===== config.mk =====
export PLATFORM = sky130hd
export DESIGN_NAME = rtc_read_sequencer
export DESIGN_NICKNAME = d
export VERILOG_FILES = /design/src/rtl/rtc_pkg.sv /design/src/rtl/rtc_phase_timer.sv /design/src/rtl/rtc_read_sequencer.sv
export SDC_FILE = /design/constraint.sdc
export NUM_CORES = 1
export LEC_CHECK = 0
export CAP_MARGIN = 10
export CELL_PAD_IN_SITES_DETAIL_PLACEMENT = 1
export CELL_PAD_IN_SITES_GLOBAL_PLACEMENT = 1
export CORE_MARGIN = 2
export CORE_UTILIZATION = 47
export CTS_CLUSTER_DIAMETER = 200
export DETAILED_ROUTE_END_ITERATION = 8
export GPL_TIMING_DRIVEN = 0
export PLACE_DENSITY = 0.87
export SETUP_SLACK_MARGIN = 0.4
export SYNTH_ARGS = -nofsm -noshare
export SYNTH_HDL_FRONTEND = slang
export SYNTH_SLANG_ARGS = --single-unit

===== constraint.sdc =====
create_clock -name clk -period 4.51 [get_ports clk]
set_clock_uncertainty 0.2 [all_clocks]
set_input_delay 0.902 -clock clk [delete_from_list [all_inputs] [get_ports clk]]
set_output_delay 0.902 -clock clk [all_outputs]
set_load 0.005 [all_outputs]

===== src/rtl/rtc_pkg.sv =====
// Shared state encoding and constants for the RTC read sequencer.
package rtc_pkg;

    typedef enum logic [2:0] {
        IDLE      = 3'd0,
        ADDR      = 3'd1,
        GAP1      = 3'd2,
        READ      = 3'd3,
        GAP2      = 3'd4,
        EMIT_LEAD = 3'd5,
        EMIT      = 3'd6
    } rtc_state_t;

    localparam int N_REGS = 8;

    // Entry i is the RTC register address read into byte i of the burst:
    // seconds, minutes, hours, date, month, year, day, week.
    localparam logic [N_REGS-1:0][7:0] ADDR_TABLE = {
        8'h28, 8'h27, 8'h26, 8'h25, 8'h24, 8'h23, 8'h22, 8'h21
    };

endpackage


===== src/rtl/rtc_phase_timer.sv =====
// Bus phase timer: a pulse on start loads a phase of len cycles; done is high
// on the last cycle of that phase (and stays high while no phase is running).
module rtc_phase_timer (
    input  logic       clk,
    input  logic       reset,
    input  logic       start,
    input  logic [7:0] len,
    output logic       done
);

    logic [7:0] count;

    // Counts down to zero and holds there; never wraps.
    always_ff @(posedge clk or negedge reset) begin
        if (!reset) begin
            count <= 8'd0;
        end else if (start) begin
            count <= len - 8'd1;
        end else if (count != 8'd0) begin
            count <= count - 8'd1;
        end
    end

    assign done = (count == 8'd0);

endmodule


===== src/rtl/rtc_read_sequencer.sv =====
// Reads the eight RTC time registers over the multiplexed bus, then replays
// them as a framed byte stream (one lead byte plus eight data bytes).
module rtc_read_sequencer
    import rtc_pkg::*;
#(
    parameter int T_PH   = 10,
    parameter int N_REGS = rtc_pkg::N_REGS
) (
    input  logic       clk,
    input  logic       reset,
    input  logic       tick,
    input  logic [7:0] ad_in,
    output logic [7:0] ad_out,
    output logic       ad_oe,
    output logic       cs_n,
    output logic       rd_n,
    output logic       wr_n,
    output logic       ad_n,
    output logic       busy,
    output logic       inicioSecuencia,
    output logic [7:0] datoRTC,
    output logic [2:0] dbg_state
);

    localparam logic [2:0] LAST_IDX = 3'(N_REGS - 1);
    localparam logic [7:0] PH_LEN   = 8'(T_PH);

    rtc_state_t state, next_state;
    logic [2:0] idx, next_idx;
    logic       tick_q;
    logic       ph_start, ph_done, capture;
    logic [7:0] buffer [N_REGS];

    rtc_phase_timer u_timer (
        .clk   (clk),
        .reset (reset),
        .start (ph_start),
        .len   (PH_LEN),
        .done  (ph_done)
    );

    // tick is a fire-and-forget request with no ready: it is honoured only
    // when sampled in IDLE, otherwise dropped (busy tells the requester why).
    always_comb begin
        next_state = state;
        next_idx   = idx;
        ph_start   = 1'b0;
        capture    = 1'b0;
        case (state)
            IDLE: if (tick_q) begin
                next_state = ADDR;
                next_idx   = 3'd0;
                ph_start   = 1'b1;
            end
            ADDR: if (ph_done) begin
                next_state = GAP1;
                ph_start   = 1'b1;
            end
            GAP1: if (ph_done) begin
                next_state = READ;
                ph_start   = 1'b1;
            end
            READ: if (ph_done) begin
                next_state = GAP2;
                ph_start   = 1'b1;
                capture    = 1'b1;
            end
            GAP2: if (ph_done) begin
                if (idx == LAST_IDX) begin
                    next_state = EMIT_LEAD;
                end else begin
                    next_state = ADDR;
                    next_idx   = idx + 3'd1;
                    ph_start   = 1'b1;
                end
            end
            EMIT_LEAD: begin
                next_state = EMIT;
                next_idx   = 3'd0;
            end
            EMIT: begin
                if (idx == LAST_IDX) begin
                    next_state = IDLE;
                    next_idx   = 3'd0;
                end else begin
                    next_idx = idx + 3'd1;
                end
            end
            default: next_state = IDLE;
        endcase
    end

    // Outputs are decoded from the next state so they line up with the
    // registered state rather than trailing it by a cycle.
    always_ff @(posedge clk or negedge reset) begin
        if (!reset) begin
            state           <= IDLE;
            idx             <= 3'd0;
            tick_q          <= 1'b0;
            cs_n            <= 1'b1;
            rd_n            <= 1'b1;
            wr_n            <= 1'b1;
            ad_n            <= 1'b1;
            ad_oe           <= 1'b0;
            ad_out          <= 8'h00;
            busy            <= 1'b0;
            inicioSecuencia <= 1'b0;
            datoRTC         <= 8'h00;
            for (int i = 0; i < N_REGS; i++) buffer[i] <= 8'h00;
        end else begin
            state           <= next_state;
            idx             <= next_idx;
            tick_q          <= tick;
            if (capture) buffer[idx] <= ad_in;
            cs_n            <= !(next_state == ADDR || next_state == READ);
            wr_n            <= (next_state != ADDR);
            rd_n            <= (next_state != READ);
            ad_n            <= (next_state != ADDR);
            ad_oe           <= (next_state == ADDR);
            ad_out          <= (next_state == ADDR) ? ADDR_TABLE[next_idx] : 8'h00;
            busy            <= (next_state != IDLE);
            inicioSecuencia <= (next_state == EMIT_LEAD || next_state == EMIT);
            datoRTC         <= (next_state == EMIT) ? buffer[next_idx] : 8'h00;
        end
    end

    assign dbg_state = state;

endmodule


# Word level (Yosys, flattened, before mapping)
# Memories as Yosys holds them, arrays and structs flattened.
# Cells that the tools add are included.
# totals
register_bits,101
rom_bits,64
input_bits,11
output_inout_bits,26
mem_count,1
# op_classes
add_sub_neg,2
n_lt_le_gt_ge,4
eq_ne,13
mux,30
bitwise,2
reduce_logical,10
# memory_table
memory,depth,word_bits,read_ports,rd_clocked_by_memory_dff,write_ports,line,source
(no name shown),8,8,1,0,0,rtc_read_sequencer.sv:120,ad_out <= (next_state == ADDR) ? ADDR_TABLE[next_idx] : 8'h00;
# op_table
cell,count
$bwmux W64,1
$mux W8,8
$mux W3,11
$bmux W8 S3,1
$demux W8 S3,1
$pmux W3 S7,1
$eq A3 B3 Y1 const B,6
$pmux W3 S4,1
$eq A3 B2 Y1 const B,3
$ge A4 B4 Y1 const B,2
$logic_not A8 Y1,1
$not A3 Y4,2
$reduce_bool A8 Y1,1
$sub A8 B1 Y8 const B,1
$eq A3 B1 Y1 const B,2
$mux W1,5
$lt A3 B4 Y1 const B,1
$lt A4 B1 Y1 const B,1
$add A3 B1 Y3 const B,1
$logic_not A3 Y1,1
$ne A3 B1 Y1 const B,1
$ne A3 B2 Y1 const B,1
$pmux W1 S3,1
$reduce_bool A3 Y1,1
5 further kinds,6

# Depth between registers and ports, before layout
# Gate-level depths: netlist of the first run.
# depth
depth_word,9
depth_mapped,13

# Modules after synthesis
# A second synthesis of the first run with hierarchy kept.
# unflattened
hier_cells,375
area_unflattened_um2,4789.6
# by_module_without_submodules
module,instances,cells_per_inst,area_each_um2,seq_area_each_um2
rtc_read_sequencer,1,315,4187.8,2230.9
rtc_phase_timer,1,60,601.8,200.2

# Least setup slack after synthesis of the first run
# Ideal clock, no wire load.
# synth_timing
path_type,register to register
startpoint,reg u_timer.count[0]
endpoint,reg buffer[32] (netlist bit)
setup_ps,125
arrival_time_ps,2678
setup_slack_ps,1508
stages_incl_launch_ff,11
path_buffers,2
path_cell_list,dfrtp_1 inv_1 ha_1 or3b_2 or2_0 buf_2 buf_6 nor3_4 nand2_4 nor3b_4 mux2_2
# synth_via
elab_chain_len,3
# synth_rtl
element,line,source
from (decl),rtc_phase_timer.sv:11,logic [7:0] count;
from (signal assigned),rtc_phase_timer.sv:18,count <= len - 8'd1;
from (signal assigned),rtc_phase_timer.sv:20,count <= count - 8'd1;
$logic_not A8 Y1,rtc_phase_timer.sv:24,assign done = (count == 8'd0);
$mux W1,rtc_read_sequencer.sv:63,READ: if (ph_done) begin
$mux W1,rtc_read_sequencer.sv:49,case (state)
"to (signal, indexed assignment)",rtc_read_sequencer.sv:114,if (capture) buffer[idx] <= ad_in;
to (decl),rtc_read_sequencer.sv:32,logic [7:0] buffer [N_REGS];
# Every way passes these cells.
# A chain may end at the register's enable or synchronous reset.

# Worst setup path in the final report of the first run
# layout_timing
startpoint,reg idx[0]
endpoint,reg ad_out[1]
# layout_via
elab_chain_len,7
word_cells_on_any_way,15
cone_classes,1 x add/sub; 2 x eq/ne; 11 x mux; 1 x memory
# layout_rtl
element,line,source
from (decl),rtc_read_sequencer.sv:29,"logic [2:0] idx, next_idx;"
from (signal assigned),rtc_read_sequencer.sv:112,idx <= next_idx;
$add A3 B1 Y3 or $eq A3 B3 Y1 (tied branches),--,
$mux W3,rtc_read_sequencer.sv:69,if (idx == LAST_IDX) begin
$mux W3,rtc_read_sequencer.sv:68,GAP2: if (ph_done) begin
$pmux W3 S4 (*),rtc_read_sequencer.sv:49,
via next_idx[0],rtc_read_sequencer.sv:29,
$mem_v2 Z8 W8 (*),--,
$mux W8 (implied by the code) (*),rtc_read_sequencer.sv:120,
$mux W8 (*),rtc_read_sequencer.sv:120,
to (signal assigned),rtc_read_sequencer.sv:120,
to (decl),rtc_read_sequencer.sv:13,"output logic [7:0] ad_out,"
# Mark *: on every way through the listed nets, which the timed path passes. The rest lies on a longest branch. The select of a mux whose other input is x is not followed.

==> metrics.txt, run 1 <==
initial antenna violation count 1; GRT Util Overall roughly a quarter; via count of the first global-routing pass 3569; Die Area ~0.011 sq mm; DRT Pass-1 Iters 4; VDD IR max ~0.18 mV; post-route ant nets 0; Synth async-reset ratio 100%; Leak Pwr 0.00242 uW; # IOs 37; number of buffers added on ports 33; clk_lat worst skew 0.38 ns; Setup WS pre-CTS 0.809 ns; flop-to-flop setup slack 0.72 ns; Sw Share roughly 38%; Die Y 103 um; GR Util met3 under 10%; area fraction of the dominant cell type after synthesis 51.1%; Post-Route WL 11800 um; # DRC 0; CTS buffer count 9; Worst setup SP type flip-flop; # Post-CTS Setup Buffers 0; Mapped Area 0.00460 sq mm; Initial DRC Count around 170; Crit Path Class flip-flop to flip-flop; Final TNS setup 0 ns; maximum root-to-sink buffer count 2; CTS tree done; Worst-Margin Slew 1.01 ns; Final Worst Setup Slack 0.725 ns; Root Driver clkbuf_8; Max Slew Vio Count 0; Core Rows 36; sw power 1030 uW; Post-synth EDFFs 0; Slew HR 32.2%; global routing usage on met2 40.9%; final net count 467; warnings from Yosys 0; CP Max Fanout 12; Synth cell types 52; Setup Viol. Count Final 0; PD cells 514 mW/mm^2; gr ovfl total 0; area leader, netlist dfrtp_1; data arrival time of the critical path 3.85 ns; Final min period 3.79 ns; post-cts hold buffer count 0; Internal between 1500 and 2000 uW; Clk pin slew, worst setup/hold paths 0.09 ns; fin crit share a little over four fifths; Comb power frac 38.2%; depth of the worst register-to-register path 10; Detailed Place HPWL 8150 um; largest net degree at the start of global routing 68; final hold vios 0; core box area ~0.0096 sq mm; Hold WS between 0.2 and 0.3 ns; top-count cell post-synth dfrtp_1; max cap viols 0; top post-synthesis cells by area dfrtp_1 51%, mux2_2 16%, nand2_1 4.9%; Die W 103 um; Post-synth top flop dfrtp_1; P&R area growth vs syn 15.2%; RSZ-0062 raised after global routing false; syn_area_per_cell 11.4 sq um; H-tree depth 3; Synth top cells by count 94 x dfrtp_1, 64 x mux2_2, 60 x nand2_1; placed cells 571; # diodes 0; Seq cells post-synth 97; global route hottest layer met2; GR Util met1 a little under 30%; number of vias per cell 5.64; share of cells above drive strength 1 25.9%; CP required 4.57 ns; Avg WL per Cell 20.2 um; clock network fraction of design power 18.8%; status completed; worst hold path class primary input to async pin; Initial Util ~48%; Finished Layout Cells 585; Fmax 0.264 GHz; Sequential Power Share 42.9%; RD Place Congestion 0.857; Syn Inst Count 402; Fill cells 1060; first-pass GRT wire length 18700 um; post-synthesis sequential area ratio a little over half; Resize count post-CTS 0; kind of end point of the critical path flip-flop; CTS sink cnt 97; vias post-DR 3300
[placed cells by master (no fill, tap or decap), types with 3 or more instances in the layout]
| master | count |
|---|---|
| buf_4 | 6 |
| o21a_1 | 3 |
| nor3_4 | 3 |
| dfstp_2 | 3 |
| ha_1 | 7 |
| nor2b_1 | 5 |
| clkinv_4 | 3 |
| a32oi_1 | 8 |
| clkbuf_8 | 10 |
| nand3_1 | 7 |
| a21oi_1 | 29 |
| buf_2 | 9 |
| xor2_1 | 3 |
| a222oi_1 | 3 |
| a211oi_1 | 3 |
| mux2_2 | 64 |
| or3b_2 | 4 |
| nor3_1 | 4 |
| inv_1 | 10 |
| o21ai_0 | 7 |
| nand2b_1 | 4 |
| clkdlybuf4s50_1 | 32 |
| conb_1 | 3 |
| nand2_1 | 60 |
| clkbuf_1 | 8 |
| dfrtp_1 | 94 |
| a211o_1 | 8 |
| nor2_1 | 17 |
[state kept, by name, summed over array words and instances (netlist names), 3 cells and up]
signal,flops
dbg_state,3
datoRTC,8
u_timer.count,8
buffer,64
idx,3
ad_out,5
[power groups by stage]
stage          registers, uW  clock network [uW]  logic, uW
3_3_place_gp            1170                   0        967
6_report                1170                 513       1040
2_1_floorplan           1160                   0        655
3_5_place_dp            1180                   0       1030
4_1_cts                 1170                 518       1050
5_1_grt                 1190                 554       1150
[worst paths after layout]
kind / from / endpoint
max: idx[0]$_DFF_PN0_ / ad_out[1]$_DFF_PN0_
min: reset / dbg_state[1]$_DFF_PN0_
max reg2reg: idx[0]$_DFF_PN0_ / ad_out[1]$_DFF_PN0_
min reg2reg: buffer[0]$_DFFE_PN0P_ / buffer[0]$_DFFE_PN0P_
max in group asynchronous: reset / buffer[46]$_DFFE_PN0P_
min in group clk: buffer[0]$_DFFE_PN0P_ / buffer[0]$_DFFE_PN0P_
[through the flow]
| stage | total power, uW | util, % | cell area [sq um] |
|---|---|---|---|
| final | 2730 | 55.0 | 5300 |
| after global routing | 2890 | 55.0 | 5300 |
| after CTS | 2730 | 55.0 | 5300 |
| after detailed placement | 2220 | 53.2 | 5130 |
| after global placement | 2140 | 53.0 | 5110 |
| after floorplan | 1810 | - | 4610 |
[layer usage]
layer	vias up	routed length [um]	share of wire, %
met5	-	0	0
met4	0	255	2.2
met3	22	522	4.4
met2	85	6090	51
met1	1687	4970	42
li1	1506	-	-
[logic make-up after synthesis]
group	synth area share, %
AO/OA/AOI/OAI	10.3
XOR/XNOR	0.761
adder cells (fa/ha/maj)	1.90
buffers and inverters	3.59
flip-flops	52.8
multiplexers	16.1
other	0.0815
AND/OR/NAND/NOR	14.4
[layout make-up]
| type | count | area (sq um) | area share [%] |
|---|---|---|---|
| buffer | 23 | 124 | 2.34 |
| clock buffer | 10 | 138 | 2.60 |
| clock inverter | 4 | 31.3 | 0.590 |
| inverter | 11 | 41.3 | 0.779 |
| multi-input combinational | 273 | 2010 | 38.0 |
| sequential | 97 | 2430 | 45.9 |
| tap | 133 | 166 | 3.14 |
| timing repair buffer | 34 | 355 | 6.70 |
[critical path: stages, from the launching register on]
cell and delay (ns):
dfrtp_1 0.55, ha_1 0.25, ha_1 0.29, inv_1 0.12
ha_1 0.29, nor4_1 0.51, a311oi_4 0.15, inv_2 0.18
clkbuf_1 0.59, ha_1 0.35, and3_1 0.16
Power figures use the tool's default switching activity.
==> inputs of run 2 (changes only) <==
Settings changed: CORE_UTILIZATION 47 to 42, PLACE_DENSITY 0.87 to 0.82.
Clock period 4.51 ns to 3.3 ns, I/O delays scaled along.
==> run 2 against run 1 <==
Net effect:
- count of clock-buffer cells in the layout increased by 1
- hold slack improved by 0.067 ns
- flip-flop and latch count unchanged
- first-iteration DRC count increased by 95%
- sequential share of layout area decreased by 6.6 points
- global-route usage increased by 2.2 points
==> metrics.txt, run 2 (synthesis results as in run 1) <==
status completed; Finished Layout Cells 639 (+9.2%); Comb power frac 47.3% (+9.1 points); sw power 1880 uW (+83%); final net count 512 (+9.6%); P&R area growth vs syn 34.6%; Multi-input gate area 0.00230 sq mm (+14%); core box area 0.0107 sq mm (+11%); Die Area 0.0118 sq mm (+11%); WHS Path Cells 1; Slew HR 52.4% (+20 points); Final TNS setup 0 ns (unchanged); first-pass GRT wire length 22500 um (+21%); Max Slew Vio Count 0 (unchanged); VDD IR max 0.302 mV (+69%); maximum root-to-sink buffer count 2 (unchanged); Leak Pwr 0.00285 uW (+18%); Crit path largest cell delay 0.51 ns (-0.08 ns); Fill cells 1101 (+3.9%); Critical Path Sink datoRTC[0]$_DFF_PN0_; # DRC 0 (unchanged); Biggest register buffer; clk_lat worst skew 0.40 ns (+0.02 ns); Worst setup SP type flip-flop; Initial DRC Count 337 (+95%); Setup crit start idx[2]$_DFF_PN0_; Post-DP Area 0.00515 sq mm (+0.29%); commonest non-fill, non-tap cells in the layout 93 x dfrtp_1, 53 x nand2_1, 52 x mux2_2; CTS tree done; Root Driver clkbuf_8; Largest register FFs 64 (unchanged); Die Y 109 um (+5.6%); RSZ-0062 raised after global routing true; H-tree depth 3 (unchanged); final hold vios 0 (unchanged); Internal 2960 uW (+75%); largest net degree at the start of global routing 74 (+8.8%); CP cell instances clkbuf_8 -> clkinvlp_4 -> ha_1 -> o21ai_0 -> a222oi_1 -> a211oi_4 -> buf_6 -> buf_4 -> buf_4 -> a21oi_1 -> a32oi_2 -> a211o_1; gr ovfl total 0 (unchanged); CP Max Fanout 7 (-5); leading registers by flop count buffer (64), datoRTC (8), u_timer.count (8); post-route ant nets 0 (unchanged); RR Startpoint idx[2]$_DFF_PN0_; Crit Path Class flip-flop to flip-flop; CP required 3.38 ns (-1.19 ns); vias post-DR 3900 (+18%); Initial Util 42.8% (-4.9 points); worst r2r dst datoRTC[0]$_DFF_PN0_; Core Rows 38 (+5.6%); FF/Latch Area 0.00243 sq mm (about the same); number of buffers added on ports 33 (unchanged); Sw Share 38.9% (+1.1 points); Worst-Margin Slew 0.714 ns (-0.298 ns); placed cells 578 (+1.2%); depth of the worst register-to-register path 12 (+2); commonest non-fill, non-tap cell in the layout dfrtp_1; number of vias per cell 6.10 (+8.2%); data arrival time of the critical path 3.20 ns (-0.65 ns); # diodes 0 (unchanged); flop-to-flop setup slack 0.17 ns (-0.55 ns); DRT Pass-1 Iters 5 (+1); CTS sink cnt 97 (unchanged); worst hold path class flip-flop to flip-flop; Sequential Power Share 33.2% (-9.7 points); CP max-delay cell a222oi_1; RD Place Congestion 0.765 (-11%); Clk pin slew, worst setup/hold paths 0.11 ns (+0.02 ns); Fmax 0.320 GHz (+21%); clock network fraction of design power 19.5% (+0.7 points); CTS buffer count 9 (unchanged); CP dominant cell by count buf_4; # IOs 37 (unchanged); GRT Util Overall 25.9% (+2.2 points); Avg WL per Cell 26.9 um (+33%); Die W 109 um (+5.6%); fin crit share 94.7% (+11 points); Detailed Place HPWL 8040 um (-1.4%); Final min period 3.13 ns (-0.659 ns); initial antenna violation count 0 (-1); PD cells 782 mW/mm^2 (+52%); Setup Viol. Count Final 0 (unchanged); via count of the first global-routing pass 4017 (+13%); Post-Route WL 17200 um (+45%); kind of end point of the critical path flip-flop; share of cells above drive strength 1 41.9% (+16 points); max cap viols 0 (unchanged); Final Instance Area 0.00620 sq mm (+17%)
==> run 2: how the worst min path moves through the flow <==
stage                                       from                endpoint  slack, ns
after global routing      buffer[28]$_DFFE_PN0P_  buffer[28]$_DFFE_PN0P_       0.34
after CTS                 buffer[24]$_DFFE_PN0P_  buffer[24]$_DFFE_PN0P_       0.32
final                     buffer[41]$_DFFE_PN0P_  buffer[41]$_DFFE_PN0P_       0.32
after floorplan                            reset     ad_out[0]$_DFF_PN0_       0.16
after global placement    buffer[40]$_DFFE_PN0P_  buffer[40]$_DFFE_PN0P_       0.29
after detailed placement  buffer[24]$_DFFE_PN0P_  buffer[24]$_DFFE_PN0P_       0.29
==> run 2: power groups by stage <==
stage          Combinational (uW)  Sequential [uW]  Clock (uW)
2_1_floorplan                 903             1580           0
3_3_place_gp                 1350             1600           0
3_5_place_dp                 1430             1610           0
4_1_cts                      1680             1570         928
5_1_grt                      2400             1630         992
6_report                     2290             1610         945
==> run 2: routing by layer <==
layer | part of all wire (%) | global-route usage [%] | wire [um] | up-vias
li1 | - | - | - | 1598
met1 | 39 | 32.0 | 6720 | 2027
met2 | 50 | 43.8 | 8590 | 197
met3 | 5.7 | 5.02 | 972 | 78
met4 | 5.3 | 12.5 | 913 | 0
met5 | 0 | 0 | 0 | -
==> run 2: repair_timing <==
item,4_1_cts,5_1_grt
cloned,0,4
hold buffers,1,0
buffers inserted,25,15
setup endpoints to repair,85,76
hold endpoints to repair,21,0
gates resized for setup,35,75
pin swaps,12,24
==> run 2: layout make-up <==
type / instances / share of cell area, %
clock buffers: 11 / 2.44
repair inverters: 1 / 0.101
clock inverters: 5 / 1.39
plain buffers: 23 / 3.49
flip-flops and latches: 97 / 39.3
multi-input cells: 273 / 37.1
inverters: 11 / 0.848
repair buffers: 78 / 12.6
well taps: 140 / 2.83
==> run 2: critical path: cells and delay by family, from the launching register on <==
family | cells | cell delay [ns]
buf+inv | 5 | 0.82
flops | 1 | 0.40
fa+ha+maj | 1 | 0.34
compound gates | 6 | 1.24
==> run 2: stage by stage <==
stage	hold slack, ns	power, uW	utilization (%)	setup WS, ns
floorplan	0.164	2480	-	0.457
global placement	0.287	2950	47.7	-2.16
detailed placement	0.293	3040	47.9	-0.311
CTS	0.315	4190	53.3	0.397
global route	0.342	5020	57.7	0.120
finish	0.324	4850	57.7	0.173
